File: src/rtl/iter_shift_unit.sv
// Multi-cycle shifter: moves a WIDTH-bit operand by a runtime amount, STEP bits per clock.
// Define ITER_SHIFT_ROTATE_EN to make mode 11 rotate left; otherwise mode 11 acts as SLL.
module iter_shift_unit #(
    parameter int unsigned WIDTH = 32,
    parameter int unsigned SHW   = 5,
    parameter int unsigned STEP  = 1
) (
    input  logic             clk_i,
    input  logic             rst_i,
    input  logic             start_i,
    input  logic [1:0]       mode_i,
    input  logic [WIDTH-1:0] data_i,
    input  logic [SHW-1:0]   shamt_i,
    output logic             busy_o,
    output logic             done_o,
    output logic [WIDTH-1:0] data_o
);

    typedef enum logic [1:0] {StIdle, StShift, StDone} state_t;

    localparam logic [SHW-1:0] STEP_AMT = SHW'(STEP);

    state_t           state, state_nxt;
    logic [WIDTH-1:0] work, work_nxt, shifted;
    logic [1:0]       mode, mode_nxt;
    logic [SHW-1:0]   remaining, remaining_nxt, k;
    logic             load_out;

    // Final step may be shorter than STEP when the amount is not a multiple of it.
    always_comb k = (remaining > STEP_AMT) ? STEP_AMT : remaining;

`ifdef ITER_SHIFT_ROTATE_EN
    // Upper half of the doubled word is the operand rotated left by k.
    logic [2*WIDTH-1:0] rot_dbl;
    always_comb rot_dbl = {work, work} << k;
`endif

    always_comb begin
        shifted = work << k;
        case (mode)
            2'b01:   shifted = work >> k;
            2'b10:   shifted = $signed(work) >>> k;
`ifdef ITER_SHIFT_ROTATE_EN
            2'b11:   shifted = rot_dbl[2*WIDTH-1:WIDTH];
`endif
            default: shifted = work << k;
        endcase
    end

    always_comb begin
        state_nxt     = state;
        work_nxt      = work;
        mode_nxt      = mode;
        remaining_nxt = remaining;
        load_out      = 1'b0;
        case (state)
            StShift: begin
                work_nxt      = shifted;
                remaining_nxt = remaining - k;
                if (remaining == k) begin
                    state_nxt = StDone;
                    load_out  = 1'b1;
                end
            end
            default: begin
                if (start_i) begin
                    work_nxt      = data_i;
                    mode_nxt      = mode_i;
                    remaining_nxt = shamt_i;
                    if (shamt_i == '0) begin
                        state_nxt = StDone;
                        load_out  = 1'b1;
                    end else begin
                        state_nxt = StShift;
                    end
                end else begin
                    state_nxt = StIdle;
                end
            end
        endcase
    end

    always_ff @(posedge clk_i) begin
        if (rst_i) begin
            state     <= StIdle;
            work      <= '0;
            mode      <= 2'b00;
            remaining <= '0;
            data_o    <= '0;
        end else begin
            state     <= state_nxt;
            work      <= work_nxt;
            mode      <= mode_nxt;
            remaining <= remaining_nxt;
            if (load_out) begin
                data_o <= work_nxt;
            end
        end
    end

    assign busy_o = (state == StShift);
    assign done_o = (state == StDone);

endmodule

File: config.mk
export PLATFORM = sky130hd
export DESIGN_NAME = iter_shift_unit
export DESIGN_NICKNAME = d
export VERILOG_FILES = /design/src/rtl/iter_shift_unit.sv
export SDC_FILE = /design/constraint.sdc
export NUM_CORES = 1
export LEC_CHECK = 0
export BUFFER_PORTS_ARGS = -buffer_cell sky130_fd_sc_hd__buf_2
export CAP_MARGIN = 20
export CORE_UTILIZATION = 45
export CTS_CLUSTER_DIAMETER = 80
export DETAILED_ROUTE_END_ITERATION = 16
export GPL_ROUTABILITY_DRIVEN = 0
export PLACE_DENSITY = 0.67
export RECOVER_POWER = 100
export SETUP_SLACK_MARGIN = 0.4
export SKIP_LAST_GASP = 1
export SYNTH_ARGS = -nofsm -noshare
export SYNTH_HDL_FRONTEND = slang
export SYNTH_SLANG_ARGS = --single-unit
export TNS_END_PERCENT = 100
File: constraint.sdc
create_clock -name clk_i -period 4.3 [get_ports clk_i]
set_input_delay 0.86 -clock clk_i [delete_from_list [all_inputs] [get_ports clk_i]]
set_output_delay 0.86 -clock clk_i [all_outputs]
set_load 0.05 [all_outputs]
-- After elaboration in Yosys (flattened, before gate mapping)
Index checks and enable logic that the tools add are counted.
- input bits: 42
- output and inout port bits: 34
- flip-flop bits (word level): 73
- word-level logic and storage cells: 34
- equality and inequality tests: 6
- order comparisons: 1
- shift operators: 3
- reductions and logical operators: 3
- add/subtract/negate cells: 1
- mux-type cells: 14
- bitwise logic cells: 1
- operator list (operator ; count):
    two-way mux 32 bit ; 2
    one-hot mux 32 bit (2 select lines) ; 1
    << shifter 32 x 5 -> 32 bit ; 1
    right shift 32 x 5 -> 32 bit ; 1
    >>> shifter 32 x 5 -> 32 bit ; 1
    two-way mux 5 bit ; 3
    two-way mux 2 bit ; 4
    == test 5 bit ; 1
    > comparator 5 x 1 -> 1 bit (second input constant) ; 1
    zero test 5 bit ; 1
    subtractor 5 bit ; 1
    == test 2 x 1 -> 1 bit (second input constant) ; 2
    == test 2 bit (second input constant) ; 2
    two-way mux 1 bit ; 4
    inequality test 2 x 1 -> 1 bit (second input constant) ; 1
    AND reduction 2 bit ; 1
    nonzero test 2 bit ; 1
    inverter 1 bit ; 1

-- Logic depth before layout (Yosys ltp)
- depth in word-level cells: 5
- gate-level depth with buffers: 9
- depth with buffers taken out: 7

-- Worst setup path before layout
No wires, ideal clock.
- path type: reg2reg
- start: register remaining[1]
- end: register data_o[1]
- path slack: 2079 ps
- data required time: 4209 ps
- data arrival time: 2130 ps
- cell stages (with the launch flop): 10
- library setup time: 91 ps
- buffers on the path: 2
- period minus slack after synthesis: 2221 ps
- cells stage by stage: dfxtp_1 -> or3_4 -> buf_6 -> o21bai_1 -> ha_1 -> nand3_1 -> nand2_1 -> buf_1 -> nor2_1 -> a311oi_1
- word-level cells in the longest chain between the ends: 5
- elaborated cells between the ends (all ways): 10
- classes of those cells: 1 x order compare; 1 x eq/ne; 3 x shift; 5 x mux
- RTL lines (item ; line ; text):
    start: declaration ; 26 ; logic [SHW-1:0] remaining, remaining_nxt, k;
    start signal: assignment ; 94 ; remaining <= remaining_nxt;
    > comparator 5 x 1 -> 1 bit ; 30 ; always_comb k = (remaining > STEP_AMT) ? STEP_AMT : remaining;
    two-way mux 5 bit ; 30 ;
    << shifter 32 x 5 -> 32 bit (tied with other cells) ; 46 ; default: shifted = work << k;
    one-hot mux 32 bit (2 select lines) / two-way mux 1 bit (equally long branches) ; 40, 60 ;
    two-way mux 32 bit / two-way mux 1 bit (equally long branches) ; 56 ; case (state)
    end signal: assignment ; 96 ; data_o <= work_nxt;
    end: declaration ; 16 ; output logic [WIDTH-1:0] data_o
Several ways; a longest one is shown, not always the timed one.
A chain may end at the register's enable or synchronous reset.

-- Final worst setup path
- start: register remaining[1]
- end: register data_o[30]
The elaborated chain is that of the path after synthesis.

==> impl_metrics.csv <==
group,metric,value,unit
critical_path,endpoint_kind,"flip-flop",
hold_path,hp-start,"data_o[31]",
clock_tree,cts_setup_buffers,0,
critical_path,rr_worst_depth,8,
global_routing,grt_pass1_vias,3395,
detailed_routing,first_iter_violations,212,
cells_and_area,area_growth,12.5,%
clock_tree,ctsResizeCount,0,
floorplan,coreArea,8300,um2
detailed_routing,drt_wl_total,10.1,mm
yosys,syn_area_per_cell,8.33,um2
pwr,p_leak,0.00178,uW
detailed_routing,viasPerCell,5.86,
detailed_routing,avgRoutedWirePerCell,16.1,um
floorplan,initial_core_util,47.0,%
sta,clock.fmax,306,MHz
global_routing,grt_pass1_wl,16.4,mm
critical_path,path_class,"reg2reg",
sta,whs,0.460,ns
yosys,ys.flop_type,"dfxtp_1",
global_routing,grt_overflow_total,0,
placed_design,place_area,4260,um2
floorplan,die-width,95.1,um
hold_path,min_path_type,"reg2reg",
global_routing,antenna_found_initial,0,
pwr,power.density,465,nW/um2
sta,finalSetupViolations,0,
critical_path,cp.required,4.55,ns
detailed_routing,vias,3682,
yosys,yosysWarnings,0,
yosys,synth_edf_count,0,
clock_tree,path_clk_slew,0.08,ns
sta,fin_crit_sh,76.1,%
clock_tree,cts_max_level,3,
sta,finalHoldViolCount,0,
critical_path,cp.arrival,3.52,ns
sta,slew_headroom,29.1,%
global_routing,grt_max_degree,61,
detailed_routing,dr.pass1.iters,6,
clock_tree,clk_latency,0.35,ns
cells_and_area,layout_commonest_cell,"dfxtp_1",
floorplan,dieArea,9040,um2
cells_and_area,final_cell_mix,"dfxtp_1, a21oi_1, nand2_1",
sta,clock_skew,0.00969,ns
yosys,ys_seq_elements,73,
placed_design,port_buffers,75,
sta,rsz0062_at_grt,"no",
critical_path,r2r-start,"remaining[1]",
critical_path,crit_path_max_fanout,55,
sta,finalCriticalPeriod,3.27,ns
yosys,async_flop_share,0,%
clock_tree,cts_buffers,9,
cells_and_area,fin_area,4390,um2
floorplan,dieHeight,95.1,um
clock_tree,cts_tree,"yes",
yosys,syn_inst,468,
cells_and_area,nets,563,
clock_tree,clock_path_buffers,2,
sta,slew_violations,0,
floorplan,pin_count,76,
critical_path,startpoint,"remaining[1]",
detailed_routing,ant_nets,0,
sta,setup_tns,0,ns
job,drv_cap,0,
floorplan,row_count,33,
critical_path,startpoint_type,"flip-flop",
pwr,vdd_ir_drop_max,0.000204,V
sta,setup_slack,1.03,ns
yosys,synth_nets,513,
placed_design,dp_hpwl,6.94,mm
yosys,ys_seq_area_share,37.5,%
yosys,synth_area,3900,um2
clock_tree,ctsHoldBuffers,0,
sta,tightestPinTransition,1.06,ns
clock_tree,numClockSinks,73,
cells_and_area,diodes,0,
global_routing,grt_usage,23.4,%
placed_design,preCtsSetupSlack,1.36,ns
yosys,ys_types,47,
hold_path,holdPathStages,2,
run_status,status,"finished, final reports clean",
cells_and_area,layout-drive-gt1-share,15.1,%
detailed_routing,route.detailed.drc,0,
clock_tree,cts-root-buf,"clkbuf_8",
## critical path, stage by stage (launching register included)
cell and delay, ns:
dfxtp_1 0.39, or3_1 0.59, o21bai_1 0.27, ha_1 0.30, nand3_1 0.14, nand2_1 0.23
clkbuf_2 0.83, nor2_1 0.10, a311oi_1 0.28
## metal layers
layer  GRT usage (%)  vias to the layer above  share of wire, %
li1                -                     1831                 -
met1            30.0                     1725                45
met2            39.5                      111                48
met3            3.67                       15               4.7
met4            8.46                        0               1.6
met5               0                        -                 0
## power by group
part	leakage [uW]	internal [uW]	switching, uW
sequential	0.000599	756	72.2
combinational	0.00108	220	457
clock	0.0000974	283	250
total	0.00178	1260	779
## cell type report
cell class	count	area, um2
clock buffer	13	149
clock inverter	3	40.0
fill	835	3910
inverter	5	18.8
multi-input combinational	348	2210
sequential	73	1460
tap	105	131
timing repair buffer	81	375
## flip-flops by register name, indices dropped and copies added, names as in the netlist
signal	cells
data_o	32
work	32
remaining	5
mode	2
state	2
## synthesized netlist by cell type (12+ instances only)
master | count | area, um2
nand2_1 | 47 | 176
o211ai_1 | 12 | 90.1
nor2_1 | 35 | 131
o21ai_1 | 12 | 60.1
mux2_2 | 13 | 146
a21oi_1 | 52 | 260
mux2i_1 | 25 | 250
a31oi_1 | 12 | 75.1
a211oi_1 | 14 | 105
clkbuf_1 | 21 | 78.8
a311oi_1 | 16 | 140
dfxtp_1 | 73 | 1460
nand3_1 | 15 | 75.1
## kinds of logic (layout without fill, tap and decap cells)
family	after synthesis	count (layout)	synth area share, %
compound gates	157	157	26.9
fa+ha+maj	3	3	0.963
buf+inv	47	102	5.36
flops	73	73	37.5
mux	38	38	10.2
simple gates	150	150	19.1
## worst paths after layout
kind | slack (ns) | end
hold / removal | 0.46 | data_o[31]
hold reg to reg | 0.46 | data_o[31]
setup / recovery | 1.03 | data_o[30]
setup reg to reg | 1.03 | data_o[30]
## per-stage QoR
stage / std cells / util (%) / total power [uW]
after floorplan: 468 / - / 1390
after global placement: 611 / 51.3 / 1520
after detailed placement: 611 / 51.3 / 1540
after CTS: 627 / 53.6 / 2070
after global routing: 628 / 52.8 / 2160
final: 628 / 52.8 / 2040
Power figures use the tool's default switching activity.
